## src/rtl/t05_codebook_sram_arbiter.sv

```systemverilog
// Two-requester round-robin arbiter for the shared 128-bit codebook SRAM port.
// One transaction in flight; a stalled memory is released by a timeout error ack.
module t05_codebook_sram_arbiter #(
  parameter int ADDR_W  = 8,
  parameter int DATA_W  = 128,
  parameter int TIMEOUT = 255
) (
  input  logic              clk,
  input  logic              rst,
  input  logic              enable,
  input  logic              r0_req,
  input  logic              r0_we,
  input  logic [ADDR_W-1:0] r0_addr,
  input  logic [DATA_W-1:0] r0_wdata,
  input  logic              r1_req,
  input  logic              r1_we,
  input  logic [ADDR_W-1:0] r1_addr,
  input  logic [DATA_W-1:0] r1_wdata,
  output logic              r0_ack,
  output logic              r0_err,
  output logic [DATA_W-1:0] r0_rdata,
  output logic              r1_ack,
  output logic              r1_err,
  output logic [DATA_W-1:0] r1_rdata,
  output logic              mem_req,
  output logic              mem_we,
  output logic [ADDR_W-1:0] mem_addr,
  output logic [DATA_W-1:0] mem_wdata,
  input  logic              mem_ack,
  input  logic [DATA_W-1:0] mem_rdata,
  output logic              busy,
  output logic              grant_id
);

  localparam int CNT_W = $clog2(TIMEOUT + 1);

  typedef enum logic [1:0] {IDLE, WAIT, RESP} state_t;

  state_t           state, state_nxt;
  logic             last_grant;
  logic [CNT_W-1:0] cnt;
  logic             do_grant, win, done_ok, done_to;

  always_ff @(posedge clk or posedge rst) begin
    if (rst) state <= IDLE;
    else     state <= state_nxt;
  end

  // On a tie the requester that did not win last time is served.
  always_comb begin
    state_nxt = state;
    do_grant  = 1'b0;
    win       = 1'b0;
    done_ok   = 1'b0;
    done_to   = 1'b0;
    case (state)
      IDLE: begin
        if (enable && (r0_req || r1_req)) begin
          do_grant  = 1'b1;
          win       = (r0_req && r1_req) ? ~last_grant : r1_req;
          state_nxt = WAIT;
        end
      end
      WAIT: begin
        if (mem_ack) begin
          done_ok   = 1'b1;
          state_nxt = RESP;
        end else if (cnt == CNT_W'(TIMEOUT - 1)) begin
          done_to   = 1'b1;
          state_nxt = RESP;
        end
      end
      RESP:    state_nxt = IDLE;
      default: state_nxt = IDLE;
    endcase
  end

  assign mem_req = (state == WAIT);
  assign busy    = (state != IDLE);

  always_ff @(posedge clk or posedge rst) begin
    if (rst) begin
      mem_we     <= 1'b0;
      mem_addr   <= '0;
      mem_wdata  <= '0;
      grant_id   <= 1'b0;
      last_grant <= 1'b1;
      cnt        <= '0;
      r0_ack     <= 1'b0;
      r0_err     <= 1'b0;
      r0_rdata   <= '0;
      r1_ack     <= 1'b0;
      r1_err     <= 1'b0;
      r1_rdata   <= '0;
    end else begin
      if (do_grant) begin
        mem_we     <= win ? r1_we    : r0_we;
        mem_addr   <= win ? r1_addr  : r0_addr;
        mem_wdata  <= win ? r1_wdata : r0_wdata;
        grant_id   <= win;
        last_grant <= win;
        cnt        <= '0;
      end else if (state == WAIT && !mem_ack) begin
        cnt <= cnt + CNT_W'(1);
      end
      // Response registers are rewritten every cycle so they fall back to 0 after the pulse.
      r0_ack   <= (done_ok | done_to) & ~grant_id;
      r0_err   <= done_to & ~grant_id;
      r0_rdata <= (done_ok & ~grant_id) ? mem_rdata : '0;
      r1_ack   <= (done_ok | done_to) & grant_id;
      r1_err   <= done_to & grant_id;
      r1_rdata <= (done_ok & grant_id) ? mem_rdata : '0;
    end
  end

endmodule

```

## config.mk

```make
export PLATFORM = sky130hd
export DESIGN_NAME = t05_codebook_sram_arbiter
export DESIGN_NICKNAME = d
export VERILOG_FILES = /design/src/rtl/t05_codebook_sram_arbiter.sv
export SDC_FILE = /design/constraint.sdc
export NUM_CORES = 1
export LEC_CHECK = 0
export ABC_AREA = 1
export BUFFER_PORTS_ARGS = -buffer_cell sky130_fd_sc_hd__buf_2
export CORE_AREA = 2 2 313 315
export DETAILED_ROUTE_END_ITERATION = 7
export DIE_AREA = 0 0 315 317
export PLACE_DENSITY = 0.42
export SYNTH_ARGS = -nofsm -noshare
export SYNTH_HDL_FRONTEND = slang
export SYNTH_SLANG_ARGS = --single-unit
```

## constraint.sdc

```tcl
create_clock -name clk -period 20.3 [get_ports clk]
set_clock_uncertainty 0.2 [all_clocks]
set_input_delay 2.03 -clock clk [delete_from_list [all_inputs] [get_ports clk]]
set_output_delay 2.03 -clock clk [all_outputs]
set_load 0.01 [all_outputs]
```

# --- Word level (Yosys, flattened, before mapping) ---
# Index checks and enable logic that the tools add are counted.
totals:
  register_bits: 409
  mem_count: 0
  elab_cells: 57
  out_inout_bits: 400
  latchBits: 0
  mem_bits_ro: 0
  in_bits: 408
  ramBits: 0
op_classes:
  div_mod_pow: 0
  shift: 0
  bitwise_logic: 9
  mul: 0
  n_mux: 21
  reduce_logical: 9
  addsub: 1
  n_lt_le_gt_ge: 0
  eq_ne: 4
op_table:
  columns: ["cell", "n"]
  rows:
  - ["$mux W128", 3]
  - ["$mux W8", 3]
  - ["$mux W1", 11]
  - ["$add A8 B1 Y8 const B", 1]
  - ["$eq A8 B8 Y1 const B", 1]
  - ["$and A1 B1 Y1", 6]
  - ["$mux W2", 3]
  - ["$pmux W2 S2", 1]
  - ["$reduce_bool A2 Y1", 2]
  - ["$logic_and A1 B1 Y1", 3]
  - ["$ne A3 B1 Y1 const B", 1]
  - ["$eq A2 B1 Y1 const B", 1]
  - ["$logic_not A2 Y1", 1]
  - ["$ne A2 B2 Y1 const B", 1]
  - ["$not A1 Y1", 2]
  - ["$reduce_and A2 Y1", 1]
  - ["$logic_not A1 Y1", 1]
  - ["$logic_or A1 B1 Y1", 1]
  - ["$or A1 B1 Y1", 1]

# --- Longest topological paths before layout ---
# Gate-level depths: netlist (run 1).
logic_depth:
  depth_word: 6
  mapped_depth: 9
  mapped_depth_nobuf: 7

# --- Worst setup path before layout (run 1) ---
# OpenSTA, ideal clock, no wires.
synth_timing:
  path_type: "in2reg"
  from: "input r0_req"
  to: "register mem_addr[7]"
  n_path_buf: 3
  setup_time_ps: 119
  required_time_ps: 19981
  cell_stages: 8
  t_arrival_ps: 2812
  slack_ps: 17169
  path_cell_list: "inv_1 nand2_1 nand3_2 inv_2 buf_4 buf_6 buf_6 o21a_1"
synth_between:
  elab_chain_cells: 5
  word_cells_on_any_way: 9
  cone_classes: "6 x mux; 3 x reduce/logical"
synth_rtl:
  columns: ["item", "line_no", "source"]
  rows:
  - ["start: declaration", "11", "input logic r0_req,"]
  - ["$logic_and A1 B1 Y1 / $logic_or A1 B1 Y1 (equally long branches)", "60, 58", null]
  - ["$mux W1 / $logic_and A1 B1 Y1 (equally long branches)", "60, 58", null]
  - ["$mux W1", "58", "if (enable && (r0_req || r1_req)) begin"]
  - ["$mux W1", "56", "case (state)"]
  - ["$mux W8", "98", "mem_addr <= win ? r1_addr : r0_addr;"]
  - ["end signal: assignment", "98", null]
  - ["end: declaration", "27", "output logic [ADDR_W-1:0] mem_addr,"]
# Parallel ways exist; a longest one is shown, timed or not.
# A chain may end at the register's enable or synchronous reset.

# --- Worst setup path after layout (run 1) ---
layout_timing:
  from: "input r1_req"
  to: "register mem_wdata[52]"
layout_between:
  elab_chain_cells: 5
  word_cells_on_any_way: 9
  cone_classes: "6 x mux; 3 x reduce/logical"
layout_rtl:
  columns: ["item", "line_no", "source"]
  rows:
  - ["start: declaration", "15", "input logic r1_req,"]
  - ["$logic_and A1 B1 Y1 / $logic_or A1 B1 Y1 (equally long branches)", "60, 58", null]
  - ["$mux W1 / $logic_and A1 B1 Y1 (equally long branches)", "60, 58", null]
  - ["$mux W1", "58", null]
  - ["$mux W1", "56", null]
  - ["$mux W128", "99", "mem_wdata <= win ? r1_wdata : r0_wdata;"]
  - ["end signal: assignment", "99", null]
  - ["end: declaration", "28", "output logic [DATA_W-1:0] mem_wdata,"]
# Parallel ways exist; a longest one is shown, timed or not.

==> results of run 1 <==
## routing by layer
metal  vias to the layer above  routed length (um)
met1                      6384               23900
met2                       465               30500
met3                        89                4780
met5                         -                  41
met4                         6                1540
li1                       6339                   -
## cell families (layout without fill, tap and decap cells)
group           count (synthesis)  after routing  share of synthesized area (%)
other cells                     0              9                              0
compound gates                157            157                           6.61
flops                         409            409                           66.9
xor+xnor                        1              1                         0.0572
simple gates                  712            712                           18.6
buf+inv                       269           1093                           7.64
fa+ha+maj                       2              2                          0.164
## through the flow
stage / hold slack (ps) / util [%] / setup slack (ps) / cells / instance area [um2]
after floorplan: 248 / - / 6690 / 1550 / 15300
after global placement: 267 / 21.4 / 14520 / 3557 / 20600
after detailed placement: 262 / 21.4 / 14500 / 3557 / 20600
after CTS: 271 / 23.2 / 15160 / 3650 / 22300
after global routing: 297 / 23.2 / 14760 / 3658 / 22300
final: 270 / 23.2 / 15130 / 3659 / 22300
## state kept, by name (all words and copies together) (netlist names), 2 cells and up
signal / count
mem_wdata: 128
r0_rdata: 128
r1_rdata: 128
cnt: 8
mem_addr: 8
state: 2
## power by group through the flow
| stage | Combinational [mW] | Clock, mW | Sequential, mW |
|---|---|---|---|
| after floorplan | 0.322 | 0 | 1.19 |
| after global placement | 0.785 | 0 | 1.11 |
| after detailed placement | 0.784 | 0 | 1.11 |
| after CTS | 0.784 | 0.956 | 1.10 |
| after global routing | 0.844 | 0.993 | 1.12 |
| final | 0.761 | 0.918 | 1.10 |
## cell type report
class	instances	area (um2)
Antenna cell	9	22.5
Clock buffer	73	1490
Clock inverter	20	228
Fill cell	10776	73900
Inverter	180	693
Multi-Input combinational cell	872	3920
Sequential cell	409	10200
Tap cell	1276	1600
Timing Repair Buffer	820	4150
## worst max path at each step
stage                          endpoint  cells past startpoint
after global placement    mem_wdata[88]                     10
after global routing      mem_wdata[52]                     10
final                     mem_wdata[52]                     10
after detailed placement  mem_wdata[52]                     10
after floorplan                  cnt[0]                      1
after CTS                 mem_wdata[52]                     10
## cell usage after synthesis, drive strengths merged
cell and count:
and3 1, dfrtp 408, nand2 291, dfstp 1, ha 2, a21oi 3
nand3 132, o21ai 64, inv 180, nor3 2, buf 83, nand4 1
o21a 90, nor2 285, clkbuf 6, xnor2 1
## critical path, stage by stage
cell	delay [ps]
buf_2	170
inv_1	60
nand2_1	70
nand3_2	540
inv_8	790
buf_4	640
buf_4	650
nand3_1	170
o21ai_0	130
inv_1	60
==> out/results.tsv, run 1 <==
stage	metric	value	unit
clock_tree	cts_made_buffers	51	
sta	max_freq	0.193	GHz
worst_hold_path	holdCritStartpoint	last_grant	
power_and_ir_drop	leakage	12.4	nW
floorplanning	die_width	315	um
yosys	syn-num-nets	1960	
clock_tree	clkTransAtPathRegs	60	ps
worst_hold_path	hold-path-endpoint	last_grant	
sta	hold_viol	0	
worst_hold_path	hold_class	flip-flop to flip-flop	
clock_tree	cts-resized-gates	0	
global_routing	grtUsageMet1	13.5	%
clock_tree	hold_buffers	0	
floorplanning	io_pins	808	
power_and_ir_drop	p_sw	949	uW
setup_path	crit_path_end_kind	flip-flop	
floorplanning	rows	114	
yosys	avgSynthCellArea	9.87	um2
yosys	synth_top_area_share	66.7	%
global_routing	gr-total-overflow	0	
final_layout	layout_commonest_cell	buf_2	
floorplanning	die-area	99900	um2
route	routed_wl	60800	um
power_and_ir_drop	seqPwrFrac	39.6	%
worst_hold_path	min_path_cells	2	
route	routed-via-count	13283	
sta	min_period	5170	ps
setup_path	start_kind	input pin	
sta	rsz0062_at_grt	no	
yosys	yosys.area.top_type	dfrtp_1	
yosys	netlist_area	15300	um2
final_layout	final_nets	2744	
place	numPortBuffers	807	
setup_path	critPathArrivalTime	5460	ps
setup_path	reg2reg_slack	16220	ps
floorplanning	core_area	96300	um2
yosys	ys_types	22	
clock_tree	htreeDepth	2	
global_routing	grt_util_met3	3.89	%
final_layout	drive_gt1_share	38.5	%
global_routing	antenna_found_initial	13	
route	first_pass_iters	5	
clock_tree	root_buffer	clkbuf_16	
global_routing	grt_pass1_wl	86600	um
setup_path	path_class	input pin to flip-flop	
sta	tightest_slew	1060	ps
yosys	ys_ff_latch	409	
sta	finalSetupViolations	0	
route	antenna_left	0	
clock_tree	clkSinkCount	409	
global_routing	grt_pass1_vias	13662	
setup_path	timing.rr.start	state[1]	
global_routing	grt_use_met2	19.7	%
yosys	ys_warn_count	0	
yosys	synth_area_leaders	dfrtp_1, nand2_1, nor2_1	
route	drc	0	
floorplanning	initial_utilization	15.9	%
power_and_ir_drop	power.total	2.78	mW
yosys	netlist_instances	1550	
clock_tree	cts_buffer_depth	3	
power_and_ir_drop	peakVddDrop	59.7	uV
power_and_ir_drop	comb_power_share	27.4	%
setup_path	reg2reg_depth	8	
setup_path	reg2reg_to	mem_wdata[52]	
status	outcome	completed	
setup_path	cp.required	20590	ps
sta	fin_crit_sh	25.5	%
route	wl_per_cell	16.6	um
clock_tree	cts_tree	built	
route	first_iter_violations	727	
job	cap_viol_max_count	0	
global_routing	grt_use_total	11.5	%
global_routing	busiest_layer	met2	
power_and_ir_drop	internal_power	1.83	mW
power_and_ir_drop	power.density	124	nW/um2
sta	tns	0	ps
sta	relSlewSlack	29.1	%
final_layout	final_cell_mix	buf_2, dfrtp_1, nand2_1	
place	place.gp.congestion	0.820	
power_and_ir_drop	clock_power_share	33.1	%
setup_path	crit_start	r1_req	
floorplanning	fp.dieH	317	um
route	viasPerCell	3.63	
yosys	ys_seq_area_share	66.9	%
clock_tree	cts_setup_buffers	0	
place	dp_hpwl	45000	um
setup_path	crit_fanout	132	
power_and_ir_drop	switching_share	34.2	%
clock_tree	clk_latency	610	ps
final_layout	area_growth	46.0	%
sta	finalMaxSlewViolations	0	
global_routing	grt_max_degree	149	
Note: power is estimated with default switching activity, not from simulation.
==> run 2: changes to the inputs <==
- CORE_AREA: 2 2 313 315 -> 2 2 317 319
- DIE_AREA: 0 0 315 317 -> 0 0 319 321
- PLACE_DENSITY: 0.42 -> 0.41
- clock period: 20.3 -> 5.3 ns (I/O delays scaled with it)
==> run 2 against run 1 <==
  * Final area increased by 11%
  * Critical endpoint is now mem_wdata[74]
  * Combinational power increased to 4.2 times the previous value
  * Core utilization increased by 1.7 points
  * Register-to-register slack got worse by 14000 ps
  * Count of clock-buffer cells in the layout decreased by 5
  * Sequential power increased to 3.8 times the previous value
  * Final cell count increased by 7.1%
  * Worst hold slack got worse by 200 ps
  * Sequential share of layout area decreased by 4.5 points
==> out/results.tsv, run 2 (synthesized netlist as in run 1, its figures left out) <==
stage	metric	value	unit	change
final_layout	area_growth	61.8	%	
final_layout	layout_commonest_cell	buf_2		
route	routed-via-count	14164		+6.6%
power_and_ir_drop	internal_power	7.14	mW	+290%
sta	fin_crit_sh	67.1	%	
floorplanning	die-area	102000	um2	+2.5%
global_routing	grt_pass1_wl	90800	um	+4.8%
floorplanning	io_pins	808		unchanged
place	numPortBuffers	807		unchanged
route	viasPerCell	3.61		-0.47%
power_and_ir_drop	clock_power_share	31.4	%	-1.7 points
setup_path	crit_fanout	106		-20%
clock_tree	cts_made_buffers	50		-2.0%
final_layout	final_cell_mix	buf_2, dfrtp_1, nand2_1		
route	drc	0		unchanged
floorplanning	die_width	319	um	+1.3%
clock_tree	hold_buffers	246		+246
worst_hold_path	hold_class	input pin to flip-flop		
power_and_ir_drop	peakVddDrop	242	uV	+310%
route	wl_per_cell	15.6	um	-6.1%
setup_path	reg2reg_to	mem_wdata[74]		
final_layout	drive_gt1_share	34.7	%	-3.8 points
global_routing	grt_use_total	11.6	%	+0.024 points
final_layout	fillers	10913		+1.3%
final_layout	reg_top3	mem_wdata: 128 flops, r0_rdata: 128 flops, r1_rdata: 128 flops		
sta	tightest_slew	1040	ps	-23.4 ps
setup_path	reg2reg_slack	1740	ps	-14480 ps
route	first_iter_violations	682		-6.2%
floorplanning	fp.dieH	321	um	+1.3%
clock_tree	htreeDepth	2		unchanged
place	place.gp.congestion	0.809		-1.4%
power_and_ir_drop	leakage	13.3	nW	+7.5%
final_layout	stdcell_area	24800	um2	+11%
route	antenna_left	0		unchanged
power_and_ir_drop	power.density	435	nW/um2	+250%
setup_path	crit_start	state[1]		
sta	relSlewSlack	30.7	%	+1.6 points
clock_tree	clkSinkCount	409		unchanged
sta	rsz0062_at_grt	no		
setup_path	timing.rr.start	state[1]		
final_layout	final_nets	2994		+9.1%
power_and_ir_drop	p_sw	3.64	mW	+280%
global_routing	gr-total-overflow	0		unchanged
sta	max_freq	0.281	GHz	
global_routing	grt_pass1_vias	14748		+7.9%
setup_path	critPathArrivalTime	3840	ps	-1620 ps
setup_path	cp.required	5580	ps	-15010 ps
sta	min_period	3560	ps	
clock_tree	cts_tree	built		
sta	finalMaxSlewViolations	0		unchanged
place	dp_cells	3584		+0.76%
sta	finalSetupViolations	0		unchanged
setup_path	path_class	flip-flop to flip-flop		
setup_path	cp_top_family	buffers and inverters		
sta	hold_viol	0		unchanged
setup_path	cpMostUsedCell	buf_4		
clock_tree	cts_buffer_depth	3		unchanged
floorplanning	rows	116		+1.8%
setup_path	cp.buffers_inverters	4		-2
clock_tree	clk_latency	610	ps	about the same
status	outcome	completed		
setup_path	max_stage_delay	780	ps	about the same
setup_path	crit_cells	8		-2
power_and_ir_drop	seqPwrFrac	39.0	%	-0.6 points
setup_path	path_cells	nor2_2, nand3_2, buf_4, clkinv_4, buf_4, nand3_1, dlygate4sd3_1, o21a_1		
clock_tree	root_buffer	clkbuf_16		
setup_path	cp_slowest_cell	buf_4		
clock_tree	clkTransAtPathRegs	50	ps	about the same
floorplanning	core_area	99300	um2	+3.1%
setup_path	reg2reg_depth	8		unchanged
setup_path	worstSetupEndpoint	mem_wdata[74]		
route	first_pass_iters	5		unchanged
place	place_area	20700	um2	+0.47%
power_and_ir_drop	switching_share	33.7	%	-0.42 points
global_routing	grt_max_degree	140		-6.0%
global_routing	antenna_found_initial	6		-7
clock_tree	cts-resized-gates	0		unchanged
job	cap_viol_max_count	0		unchanged
floorplanning	initial_utilization	15.4	%	-0.48 points
setup_path	start_kind	flip-flop		
clock_tree	cts_setup_buffers	0		unchanged
power_and_ir_drop	power.total	10.8	mW	+290%
route	routed_wl	61200	um	+0.63%
place	dp_hpwl	44100	um	-1.8%
power_and_ir_drop	comb_power_share	29.6	%	+2.2 points
final_layout	final_cells	3920		+7.1%
setup_path	crit_path_end_kind	flip-flop		
[run 2: cell types whose count changed in the layout (fill, tap and decap cells not counted), moves of 2 or more]
cell           delta
buf_12            +3
buf_4             +2
clkbuf_1          +3
clkbuf_8          -7
diode_2           -5
dlygate4sd3_1   +246
inv_6             +2
inv_8             -2
[run 2: area by class of cell]
| class | instances | area [um2] | area share, % |
|---|---|---|---|
| clock inverters | 18 | 219 | 0.884 |
| repair buffers | 1071 | 6690 | 27.0 |
| clock buffers | 68 | 1380 | 5.57 |
| well taps | 1298 | 1620 | 6.56 |
| diodes | 4 | 10.0 | 0.0404 |
| multi-input cells | 872 | 3920 | 15.8 |
| inverters | 180 | 687 | 2.77 |
| flip-flops and latches | 409 | 10200 | 41.3 |
[run 2: metal layers]
metal | global-route usage (%) | share of wire [%] | up-vias
met5 | 0 | 0.026 | -
met4 | 4.53 | 3.3 | 2
met3 | 2.97 | 6.4 | 99
met2 | 20.1 | 50 | 480
met1 | 13.6 | 40 | 6770
li1 | - | - | 6813
[run 2: power groups by stage]
stage	clock (mW)	sequential, mW	combinational (mW)
floorplan	0	4.57	1.23
global placement	0	4.25	3.00
detailed placement	0	4.25	3.00
CTS	3.54	4.21	3.26
global route	3.66	4.28	3.52
finish	3.38	4.20	3.19
[run 2: metrics by stage]
step | util [%] | hold slack (ps) | worst slack (ps) | setup TNS (ps)
5_1_grt | 24.9 | 39.8 | 1520 | 0
3_3_place_gp | 20.8 | 268 | 1970 | 0
2_1_floorplan | - | 248 | -941 | -383860
4_1_cts | 24.9 | 0.0630 | 1800 | 0
3_5_place_dp | 20.8 | 274 | 1950 | 0
6_report | 24.9 | 65.4 | 1740 | 0
[run 2: how the worst min path moves through the flow]
stage             startpoint        endpoint  slack (ps)  depth (start not counted)
2_1_floorplan     last_grant      last_grant         250                          2
3_3_place_gp   mem_wdata[92]   mem_wdata[92]         270                          1
3_5_place_dp   mem_wdata[71]   mem_wdata[71]         270                          2
4_1_cts         r1_wdata[49]   mem_wdata[49]        0.06                          4
5_1_grt        r0_wdata[112]  mem_wdata[112]          40                          4
6_report        r0_wdata[52]   mem_wdata[52]          70                          5
[run 2: tightest hold or removal path, delay by kind of cell]
kind | cells | cell delay, ps
AOI/OAI and AO/OA | 1 | 80
buffers and inverters | 2 | 120
and+or+nand+nor | 2 | 110
